`src/rtl/mmu_pkg.sv`:
```
// Shared constants and types for the page-table load unit.
// Flag field positions and word-select bit within an 8-byte memory line.
package mmu_pkg;
    localparam int FLAG_W    = 12;
    localparam int FLAG0_LSB = 0;
    localparam int FLAG0_MSB = 11;
    localparam int FLAG1_LSB = 32;
    localparam int FLAG1_MSB = 43;
    localparam int WSEL_BIT  = 2;

    typedef enum logic {
        HOLD_EMPTY,
        HOLD_HELD
    } hold_state_t;

    // Pick the 32-bit table entry out of the 8-byte line using the address word bit.
    function automatic logic [31:0] sel_entry(input logic [31:0] addr, input logic [63:0] line);
        return addr[WSEL_BIT] ? line[63:32] : line[31:0];
    endfunction
endpackage

```
`src/rtl/mmu_table_load_fifo.sv`:
```
// Synchronous pending-address FIFO with combinational head and occupancy count.
// Push and pop may coincide, including when full; caller never pushes a full FIFO without popping.
module mmu_table_load_fifo #(
    parameter int DEPTH   = 4,
    parameter int DEPTH_N = 2,
    parameter int WIDTH   = 32
) (
    input  logic               clk_i,
    input  logic               rst_i,
    input  logic               push_i,
    input  logic [WIDTH-1:0]   push_dat_i,
    input  logic               pop_i,
    output logic [WIDTH-1:0]   head_dat_o,
    output logic [DEPTH_N:0]   count_o
);
    logic [WIDTH-1:0]   mem_q [DEPTH];
    logic [DEPTH_N-1:0] wptr_q;
    logic [DEPTH_N-1:0] rptr_q;
    logic [DEPTH_N:0]   count_q;

    always_ff @(posedge clk_i) begin
        if (push_i) begin
            mem_q[wptr_q] <= push_dat_i;
        end
    end

    always_ff @(posedge clk_i) begin
        if (rst_i) begin
            wptr_q  <= '0;
            rptr_q  <= '0;
            count_q <= '0;
        end else begin
            if (push_i) wptr_q <= wptr_q + 1'b1;
            if (pop_i)  rptr_q <= rptr_q + 1'b1;
            case ({push_i, pop_i})
                2'b10:   count_q <= count_q + 1'b1;
                2'b01:   count_q <= count_q - 1'b1;
                default: count_q <= count_q;
            endcase
        end
    end

    assign head_dat_o = mem_q[rptr_q];
    assign count_o    = count_q;
endmodule

```
`src/rtl/mmu_table_load_multi.sv`:
```
// Multi-outstanding page-table entry loader: zero-cycle issue, one hold slot for a locked
// memory pipe, in-order responses retired one cycle after arrival through a pending FIFO.
module mmu_table_load_multi
    import mmu_pkg::*;
#(
    parameter int P_DEPTH   = 4,
    parameter int P_DEPTH_N = 2
) (
    input  logic                 iCLOCK,
    input  logic                 iRESET_SYNC,
    input  logic                 iLD_REQ,
    input  logic [31:0]          iLD_ADDR,
    output logic                 oLD_BUSY,
    output logic                 oMEM_REQ,
    input  logic                 iMEM_LOCK,
    output logic [31:0]          oMEM_ADDR,
    input  logic                 iMEM_VALID,
    input  logic [63:0]          iMEM_DATA,
    output logic                 oDONE_VALID,
    output logic [31:0]          oDONE_DATA,
    output logic [31:0]          oDONE_ADDR,
    output logic [FLAG_W-1:0]    oDONE_FLAG0,
    output logic [FLAG_W-1:0]    oDONE_FLAG1,
    output logic [P_DEPTH_N:0]   oPENDING,
    output logic                 oERR_UNDERFLOW
);
    hold_state_t          hold_q;
    logic [31:0]          hold_addr_q;
    logic [P_DEPTH_N:0]   pend_cnt;
    logic [31:0]          head_addr;
    logic                 held, accept, issue, pop, stray;

    logic                 done_vld_q;
    logic [31:0]          done_data_q, done_addr_q;
    logic [FLAG_W-1:0]    done_f0_q, done_f1_q;
    logic                 err_q, err_d;

    assign held     = (hold_q == HOLD_HELD);
    assign oLD_BUSY = held || (pend_cnt == P_DEPTH[P_DEPTH_N:0]);
    assign accept   = !iRESET_SYNC && iLD_REQ && !oLD_BUSY;
    assign oMEM_REQ = !iRESET_SYNC && (held || accept);
    assign oMEM_ADDR = held ? hold_addr_q : iLD_ADDR;
    assign issue    = oMEM_REQ && !iMEM_LOCK;
    // Occupancy before this cycle's push decides drop vs pop, so a same-cycle issue cannot absorb a stray.
    assign pop      = !iRESET_SYNC && iMEM_VALID && (pend_cnt != '0);
    assign stray    = !iRESET_SYNC && iMEM_VALID && (pend_cnt == '0);
    assign err_d    = err_q || stray;

    mmu_table_load_fifo #(
        .DEPTH   (P_DEPTH),
        .DEPTH_N (P_DEPTH_N),
        .WIDTH   (32)
    ) u_fifo (
        .clk_i      (iCLOCK),
        .rst_i      (iRESET_SYNC),
        .push_i     (issue),
        .push_dat_i (oMEM_ADDR),
        .pop_i      (pop),
        .head_dat_o (head_addr),
        .count_o    (pend_cnt)
    );

    always_ff @(posedge iCLOCK) begin
        if (iRESET_SYNC) begin
            hold_q      <= HOLD_EMPTY;
            hold_addr_q <= '0;
        end else begin
            case (hold_q)
                HOLD_EMPTY: if (accept && iMEM_LOCK) begin
                    hold_q      <= HOLD_HELD;
                    hold_addr_q <= iLD_ADDR;
                end
                HOLD_HELD: if (!iMEM_LOCK) hold_q <= HOLD_EMPTY;
            endcase
        end
    end

    always_ff @(posedge iCLOCK) begin
        if (iRESET_SYNC) begin
            done_vld_q  <= 1'b0;
            done_data_q <= '0;
            done_addr_q <= '0;
            done_f0_q   <= '0;
            done_f1_q   <= '0;
            err_q       <= 1'b0;
        end else begin
            done_vld_q <= pop;
            err_q      <= err_d;
            if (pop) begin
                done_addr_q <= head_addr;
                done_data_q <= sel_entry(head_addr, iMEM_DATA);
                done_f0_q   <= iMEM_DATA[FLAG0_MSB:FLAG0_LSB];
                done_f1_q   <= iMEM_DATA[FLAG1_MSB:FLAG1_LSB];
            end
        end
    end

    assign oDONE_VALID    = done_vld_q;
    assign oDONE_DATA     = done_data_q;
    assign oDONE_ADDR     = done_addr_q;
    assign oDONE_FLAG0    = done_f0_q;
    assign oDONE_FLAG1    = done_f1_q;
    assign oPENDING       = pend_cnt;
    assign oERR_UNDERFLOW = err_q;
endmodule

```
`config.mk`:
```
export PLATFORM = sky130hd
export DESIGN_NAME = mmu_table_load_multi
export DESIGN_NICKNAME = d
export VERILOG_FILES = /design/src/rtl/mmu_pkg.sv /design/src/rtl/mmu_table_load_fifo.sv /design/src/rtl/mmu_table_load_multi.sv
export SDC_FILE = /design/constraint.sdc
export NUM_CORES = 1
export LEC_CHECK = 0
export BUFFER_PORTS_ARGS = -buffer_cell sky130_fd_sc_hd__buf_2
export CAP_MARGIN = 0
export CORE_ASPECT_RATIO = 1.5
export CORE_MARGIN = 2
export CORE_UTILIZATION = 50
export CTS_BUF_LIST = sky130_fd_sc_hd__clkbuf_8
export CTS_CLUSTER_DIAMETER = 120
export DETAILED_ROUTE_END_ITERATION = 16
export PLACE_DENSITY = 0.8
export SYNTH_ARGS = -nofsm -noshare
export SYNTH_HDL_FRONTEND = slang
export SYNTH_HIERARCHICAL = 1
export SYNTH_SLANG_ARGS = --single-unit
```
`constraint.sdc`:
```
create_clock -name iCLOCK -period 4.94 [get_ports iCLOCK]
set_input_delay 1.235 -clock iCLOCK [delete_from_list [all_inputs] [get_ports iCLOCK]]
set_output_delay 1.235 -clock iCLOCK [all_outputs]
set_load 0.05 [all_outputs]
```
# Word level (Yosys, flattened, before mapping)
# Memories as Yosys holds them, arrays and structs flattened. A register that Yosys moved wholly into a read port is not among the register bits.
# Cells that the tools add are included.
[word_totals] in_bits=101 memories=1 ram_bits=128 wordCells=48 output_inout_bits=127 reg_bits=130
[op_classes] n_mux=10 addsub=4 bitwise=1 eq_ne=3 reduce_logical=18
[mem_list] memory="u_fifo.mem_q" depth=4 width=32 read_ports=1 rd_ports_with_merged_regs=1 wr=1 line="mmu_table_load_fifo.sv:16" source="logic [WIDTH-1:0] mem_q [DEPTH];"
[op_table] cell="2-to-1 mux 32 bit" count=2
[op_table] cell="logical AND 1 bit" count=8
[op_table] cell="case mux 3 bit (2 select lines)" count=1
[op_table] cell="adder 2 x 1 -> 2 bit (second input constant)" count=2
[op_table] cell="2-to-1 mux 1 bit" count=4
[op_table] cell="2-to-1 mux 2 bit" count=2
[op_table] cell="adder 3 x 1 -> 3 bit (second input constant)" count=1
[op_table] cell="equality test 3 bit (second input constant)" count=1
[op_table] cell="logical NOT 1 bit" count=3
[op_table] cell="logical NOT 3 bit" count=1
[op_table] cell="logical OR 1 bit" count=3
[op_table] cell="nonzero test 3 bit" count=1
[op_table] cell="subtractor 3 x 1 -> 3 bit (second input constant)" count=1
[op_table] cell="equality test 2 x 1 -> 1 bit (second input constant)" count=1
[op_table] cell="equality test 2 bit (second input constant)" count=1
[op_table] cell="case mux 1 bit (2 select lines)" count=1
[op_table] cell="AND reduction 2 bit" count=1
[op_table] cell="nonzero test 2 bit" count=1
[op_table] cell="NOT 1 bit" count=1

# Longest topological paths before layout
# Gate-level depths: netlist (run 1).
[logic_depth] depth_word=9 depth_mapped=10 ltp_nobuf=9

# Cells and area by module
# Netlist (run 1), hierarchy kept.
[by_module_without_submodules] module="mmu_table_load_multi" seq_area_each_um2=2462.4 instances=1 cells_each=604 area_per_inst_um2=5383.9
[by_module_without_submodules] module="mmu_table_load_fifo" seq_area_each_um2=4023.9 instances=1 cells_each=208 area_per_inst_um2=5071.1

# Worst setup path before layout (run 1)
# OpenSTA, ideal clock, no wires.
[synth_path] kind="in2out" from="in iRESET_SYNC" to="out oMEM_REQ" t_required_ps=3705 arrival_time_ps=2258 slack_ps=1447 stages=3 path_buffers=2 path_cell_list="buf_2 clkbuf_1 nor2_1"
[synth_between] elab_chain_len=5
[synth_lines] element="from (decl)" line="mmu_table_load_multi.sv:10" source="input logic iRESET_SYNC,"
[synth_lines] element="logical NOT 1 bit (*)" line="mmu_table_load_multi.sv:40, mmu_table_load_multi.sv:41"
[synth_lines] element="logical AND 1 bit (2 in series)" line="mmu_table_load_multi.sv:40" source="assign accept = !iRESET_SYNC && iLD_REQ && !oLD_BUSY;"
[synth_lines] element="logical OR 1 bit" line="mmu_table_load_multi.sv:41" source="assign oMEM_REQ = !iRESET_SYNC && (held || accept);"
[synth_lines] element="logical AND 1 bit (*)" line="mmu_table_load_multi.sv:41"
[synth_lines] element="to (decl)" line="mmu_table_load_multi.sv:14" source="output logic oMEM_REQ,"
# Mark *: on every way between the ends. The rest lies on a longest branch, timed or not.

# Final worst setup path (run 1)
# Ends and elaborated chain as after synthesis.

==> results.sh, run 1 <==
export IMPL_busiest_layer="met2"
export IMPL_grtUsageMet3=0.04040
export IMPL_cts_resized=0
export IMPL_endpoint_kind="output pin"
export IMPL_yosysTopAreaCell="edfxtp_1"
export IMPL_async_reset_ff_frac=0
export IMPL_antenna_cells=0
export IMPL_slowest_stage="buf_4"
export IMPL_final_util=0.6049
export IMPL_status="finished, final reports clean"
export IMPL_die_w_um=122.1
export IMPL_tns_ns=0
export IMPL_maxSlewHeadroom=0.1799
export IMPL_ctsLongestPathBuffers=3
export IMPL_core_um2=20500
export IMPL_final_max_slew_viol_count=0
export IMPL_antenna_left=0
export IMPL_gp_congestion=0.7679
export IMPL_place_area_um2=11640
export IMPL_ioPinCount=228
export IMPL_initial_core_util=0.5100
export IMPL_ys_ff_latch=260
export IMPL_drive_above_1_share=0.3571
export IMPL_finalHoldViolCount=0
export IMPL_placementRows=64
export IMPL_synth_area_leaders="edfxtp_1 37%, dfxtp_1 25%, mux4_2 6.5%"
export IMPL_yosys_top_cells_count="132 x dfxtp_1, 128 x edfxtp_1, 88 x nand3_1"
export IMPL_syn_avg_cell_area_um2=12.88
export IMPL_path_cells="buf_4, nor2_1, buf_2"
export IMPL_worstSkewPairLatency_ns=0.53
export IMPL_critical_path_class="primary input to output pin"
export IMPL_drt_wl_total_um=25560
export IMPL_ir_worst_vdd_v=0.0002867
export IMPL_cts_hold_buf=0
export IMPL_area_delta_synth_final_pct=18.60
export IMPL_setup_viol_count_final=0
export IMPL_stdcell_area_um2=12400
export IMPL_clock_root_buffer="clkbuf_8"
export IMPL_synthesis_area_um2=10460
export IMPL_die_area_um2=22110
export IMPL_cts_buffers=38
export IMPL_vias=7515
export IMPL_htree_levels=2
export IMPL_grt_overflow_total=0
export IMPL_drc=0
export IMPL_worstPathArrival_ns=2.30
export IMPL_p_leak_nw=4.972
export IMPL_seq_area_frac_synth=0.6204
export IMPL_startpoint_type="primary input"
export IMPL_cts_sinks=260
export IMPL_synth_net_count=919
export IMPL_path_clk_slew_ns=0.06
export IMPL_worstPathRequired_ns=3.70
export IMPL_clock_fmax_mhz=283.2
export IMPL_hold_class="register to register"
export IMPL_dp_hpwl_um=16540
export IMPL_die_height_um=181.1
export IMPL_finalPower_mw=4.749
export IMPL_cap_viol_max_count=0
export IMPL_use_met2=0.4199
export IMPL_use_met1=0.2758
export IMPL_synth_distinct_cells=36
export IMPL_antenna_found_initial=0
export IMPL_post_synth_top_count_cell="dfxtp_1"
export IMPL_path_max_fanout=82
export IMPL_tightest_slew_ns=1.229
export IMPL_drt_iter0_markers=584
export IMPL_synth_top_area_share=0.3676
export IMPL_min_period_over_period=0.7149
export IMPL_synth_cells=812
export IMPL_skew_ns=0.01696
export IMPL_min_period_ns=3.531
export IMPL_synth_edf_count=128
export IMPL_crit_buf_inv=2
export IMPL_fin_nets=1118
export IMPL_grt_usage=0.2311
export IMPL_cts_tree="done"
export IMPL_p_per_area_nw_per_um2=383.0
export IMPL_grt_pass1_vias=7407
export IMPL_rsz0062_at_grt="no"
export IMPL_numPortBuffers=227
export IMPL_grt_start_max_net_pins=83
export IMPL_path_delay_family="buffers and inverters"
export IMPL_routedWlPerCell_um=19.62
export IMPL_synth_flop_cell="dfxtp_1"
export IMPL_ys_warn_count=6
export IMPL_slowest_delay_ns=0.71
export IMPL_drt_pass1_iterations=4
export IMPL_grt_pass1_wl_um=39830
export IMPL_cts_setup_buffers=0
export IMPL_via_per_inst=5.767
-- worst min-delay path, delay by kind of cell (launching register included) --
kind / cells / cell delay (ns)
AOI/OAI and AO/OA: 2 / 0.12
DFF: 1 / 0.30
-- worst paths after layout --
| kind | start | end | slack, ns | cells past startpoint |
|---|---|---|---|---|
| worst min-delay path | hold_addr_q[3] | hold_addr_q[3] | 0.47 | 2 |
| worst max-delay path | iRESET_SYNC | oMEM_REQ | 1.41 | 3 |
| worst max register to register | u_fifo/count_o[0] | u_fifo/count_o[2] | 1.57 | 10 |
| worst min register to register | hold_addr_q[3] | hold_addr_q[3] | 0.47 | 2 |
-- final cells by class --
class                      instances  area [µm²]
multi-input combinational        468        3582
fill                            1642        8100
sequential                       260        6489
inverter                           5       18.77
timing repair buffer             238        1221
tap                              264       330.3
clock inverter                    23       138.9
clock buffer                      45       619.3
-- flip-flops by register name (all words and copies together) (netlist names), named ones only --
signal	count
held	1
hold_addr_q	32
oDONE_ADDR	32
oDONE_DATA	32
oDONE_FLAG0	12
oDONE_FLAG1	12
oDONE_VALID	1
oERR_UNDERFLOW	1
u_fifo/count_o	3
u_fifo/mem_q	128
u_fifo/rptr_q	2
u_fifo/wptr_q	2
-- metal layers --
metal  wire length [µm]  vias to the layer above
met5                  0                        -
met4                561                        0
met3               1885                       42
met2              13320                      330
met1               9796                     3668
li1                   -                     3475
-- cell families (layout without fill, tap and decap cells) --
kind of cell,count (synthesis),count (layout),synth area share
AOI/OAI and AO/OA,188,188,0.1111
xor gates and xnor gates,5,5,0.004189
adders and majority gates,6,6,0.007899
buffers and inverters,84,311,0.04153
DFF,260,260,0.6204
muxes,98,98,0.1367
and+or+nand+nor,171,171,0.07827
-- placed cells by master (no fill, tap or decap), drive strengths merged, types with 3 or more instances in the layout --
cell    netlist  routed
mux2i        34      34
xnor2         3       3
dfxtp       132     132
ha            5       5
o21ai        33      33
clkbuf       31      45
nor3          4       4
o211ai       56      56
inv           5      14
mux2         32      32
nor2          9       9
nand3        88      88
a211oi       32      32
edfxtp      128     128
and2          4       4
clkinv        0      11
a21oi        67      67
mux4         32      32
nand2        57      57
buf          48     238
-- report_power, final --
group	switching [mW]	leakage, nW	internal (mW)
clock	0.795	0.425	0.889
sequential	0.0398	2.23	2.34
combinational	0.502	2.31	0.185
total	1.34	4.97	3.41
-- per-stage QoR --
step	hold WS (ns)	setup slack (ns)	cells
after floorplan	0.4502	1.447	812
after detailed placement	0.4656	1.091	1235
after global placement	0.4478	1.190	1235
after CTS	0.4751	1.363	1303
final	0.4738	1.409	1303
after global routing	0.4964	1.322	1303
(Power assumes the default switching activity.)
==> inputs of run 2 (changes only) <==
- ABC_AREA: default -> 1
- clock period: 4.94 -> 3.4 ns (I/O delays scaled with it)
==> run 2 against run 1 <==
Against the previous run: clock skew up 0.00092 ns; power rose by 50%; wire length is 3.2% lower; synthesized cell count increased by 41%; non-clock buffer count increased by 3; sequential share of layout area down 0.11 points; area after synthesis hardly changed; cell count grew 26%; via count is 11% higher; count of clock-buffer cells in the layout rose by 3; core utilization grew 0.35 points; critical path depth up 2.
==> results.sh, run 2 <==
export IMPL_status="finished, final reports clean"
export IMPL_synth_net_count=1251
export IMPL_hold_path_cell_count=2
export IMPL_synth_top_area_share=0.3679
export IMPL_regArea_um2=6487
export IMPL_grt_pass1_wl_um=38170
export IMPL_rsz0062_at_grt="no"
export IMPL_path_max_fanout=40
export IMPL_cts_tree="done"
export IMPL_drt_pass1_iterations=5
export IMPL_synth_flop_cell="dfxtp_1"
export IMPL_endpoint_kind="output pin"
export IMPL_min_period_ns=3.059
export IMPL_synth_edf_count=128
export IMPL_clock_power_share=0.337
export IMPL_maxSlewHeadroom=0.2924
export IMPL_die_w_um=122.0
export IMPL_cts_sinks=260
export IMPL_synthXorXnorAreaFrac=0.0008382
export IMPL_synthAdderAreaFrac=0.007903
export IMPL_r2r_setup_slack_ns=0.82
export IMPL_critical_path_class="register to output pin"
export IMPL_post_synth_top_count_cell="nand2_1"
export IMPL_htree_levels=2
export IMPL_clock_root_buffer="clkbuf_8"
export IMPL_yosysTopAreaCell="edfxtp_1"
export IMPL_core_um2=20420
export IMPL_switching_share=0.2953
export IMPL_grt_overflow_total=0
export IMPL_setup_viol_count_final=0
export IMPL_fillCellCount=1720
export IMPL_startpoint_type="register"
export IMPL_min_period_over_period=0.8996
export IMPL_finalPower_mw=7.100
export IMPL_gp_congestion=0.8135
export IMPL_grt_usage=0.2185
export IMPL_antenna_left=0
export IMPL_cts_hold_buf=0
export IMPL_hold_end="oDONE_ADDR[31]"
export IMPL_p_per_area_nw_per_um2=571.5
export IMPL_pwr_share_comb=0.167
export IMPL_placementRows=64
export IMPL_worstSkewPairLatency_ns=0.53
export IMPL_worstPathRequired_ns=2.55
export IMPL_final_common_cell="nand2_1"
export IMPL_area_delta_synth_final_pct=18.90
export IMPL_skew_ns=0.01789
export IMPL_drive_above_1_share=0.2242
export IMPL_antenna_found_initial=1
export IMPL_synth_compound_area_frac=0.1077
export IMPL_reg2reg_from="held"
export IMPL_path_clk_slew_ns=0.06
export IMPL_multi_input_area_um2=3222
export IMPL_synthMuxAreaShare=0
export IMPL_routedWlPerCell_um=15.01
export IMPL_numPortBuffers=227
export IMPL_grt_pass1_vias=7849
export IMPL_r2r_cells=11
export IMPL_ioPinCount=228
export IMPL_clock_fmax_mhz=327.0
export IMPL_tns_ns=0
export IMPL_die_area_um2=22090
export IMPL_cts_buffers=39
export IMPL_die_height_um=181.1
export IMPL_drt_iter0_markers=537
export IMPL_drc=0
export IMPL_largest_reg_flops=128
export IMPL_grt_start_max_net_pins=96
export IMPL_finalHoldViolCount=0
export IMPL_largest_register="u_fifo/mem_q"
export IMPL_worstPathArrival_ns=2.21
export IMPL_drt_wl_total_um=24730
export IMPL_seqPwrFrac=0.496
export IMPL_synth_cells=1144
export IMPL_ir_worst_vdd_v=0.0003358
export IMPL_synth_area_leaders="edfxtp_1 37%, dfxtp_1 25%, nand2_1 10%"
export IMPL_initial_core_util=0.5117
export IMPL_seq_area_frac_synth=0.6208
export IMPL_via_per_inst=5.041
export IMPL_fin_nets=1463
export IMPL_yosys_top_cells_count="278 x nand2_1, 179 x nor2_1, 132 x dfxtp_1"
export IMPL_ctsLongestPathBuffers=3
export IMPL_final_cell_mix="278 x nand2_1, 227 x buf_2, 179 x nor2_1"
export IMPL_synth_distinct_cells=26
export IMPL_synth_top_family_by_area="simple AND/OR/NAND/NOR gates"
export IMPL_min_from="oDONE_ADDR[31]"
export IMPL_ys_ff_latch=260
export IMPL_dp_hpwl_um=15380
export IMPL_async_reset_ff_frac=0
export IMPL_final_max_slew_viol_count=0
export IMPL_synth_simple_gate_area_frac=0.1902
export IMPL_cap_viol_max_count=0
export IMPL_p_leak_nw=5.691
export IMPL_p_int_mw=5.003
export IMPL_synthesis_area_um2=10450
export IMPL_ys_warn_count=6
export IMPL_vias=8307
export IMPL_syn_avg_cell_area_um2=9.134
export IMPL_p_sw_mw=2.096
export IMPL_reg2reg_to="u_fifo/count_o[2]"
export IMPL_tightest_slew_ns=1.061
export IMPL_hold_class="register to register"
## run 2: changes by cell type after synthesis, sizes merged, moves of 34 or more
cell,previous run,this run
nand2,57,279
mux2i,34,0
nor2,9,181
inv,5,85
o21ai,33,153
a21oi,67,29
o211ai,56,0
nand3,88,44
## run 2: final cells by class
| type | count | area share |
|---|---|---|
| flip-flops and latches | 260 | 0.5222 |
| multi-input cells | 729 | 0.2593 |
| repair buffers | 241 | 0.1049 |
| clock buffers | 48 | 0.05318 |
| inverters | 85 | 0.02669 |
| well taps | 264 | 0.02659 |
| clock inverters | 20 | 0.006849 |
| diodes | 1 | 0.0002014 |
## run 2: per-layer routing
layer	wire length [µm]	share of wire	track usage
met2	12740	0.52	0.3996
met1	9713	0.39	0.2425
met3	1506	0.061	0.03725
met4	771	0.031	0.1002
met5	0	0	0
## run 2: worst max path at each step
stage,endpoint,startpoint
6_report,oMEM_ADDR[27],held
5_1_grt,oMEM_ADDR[15],held
4_1_cts,oMEM_ADDR[15],held
3_5_place_dp,u_fifo/count_o[2],iRESET_SYNC
3_3_place_gp,u_fifo/count_o[2],iRESET_SYNC
2_1_floorplan,oMEM_ADDR[12],held
## run 2: metrics by stage
stage | area [µm²] | hold slack [ns] | cells | setup WS, ns | utilization
2_1_floorplan | 10450 | 0.4115 | 1144 | 0.5778 | -
3_3_place_gp | 11670 | 0.4248 | 1579 | 0.4938 | 0.5716
3_5_place_dp | 11670 | 0.4468 | 1579 | 0.4138 | 0.5716
4_1_cts | 12420 | 0.4597 | 1647 | 0.05631 | 0.6082
5_1_grt | 12420 | 0.4822 | 1648 | 0.1601 | 0.6084
6_report | 12420 | 0.4599 | 1648 | 0.3415 | 0.6084
## run 2: power groups by stage
stage	Combinational, mW	Sequential (mW)	Clock (mW)
2_1_floorplan	0.574	3.89	0
3_3_place_gp	1.17	3.58	0
3_5_place_dp	1.18	3.59	0
4_1_cts	1.19	3.52	2.47
5_1_grt	1.28	3.54	2.60
6_report	1.18	3.52	2.39
## run 2: critical path, stage by stage, from the launching register on
cell,delay [ns]
dfxtp_1,0.33
inv_4,0.32
buf_4,0.36
nand2_1,0.08
o21ai_0,0.22
buf_2,0.37
## run 2: cell families after synthesis
logic type | count (synthesis)
AO/OA/AOI/OAI | 216
XOR/XNOR | 1
adder cells (fa/ha/maj) | 6
buffers and inverters | 155
flip-flops | 260
AND/OR/NAND/NOR | 506
## run 2: repair_timing
item                                    CTS  global route
setup buffers                             0             0
gates resized for setup                   0             5
endpoints found under the setup margin    0            12
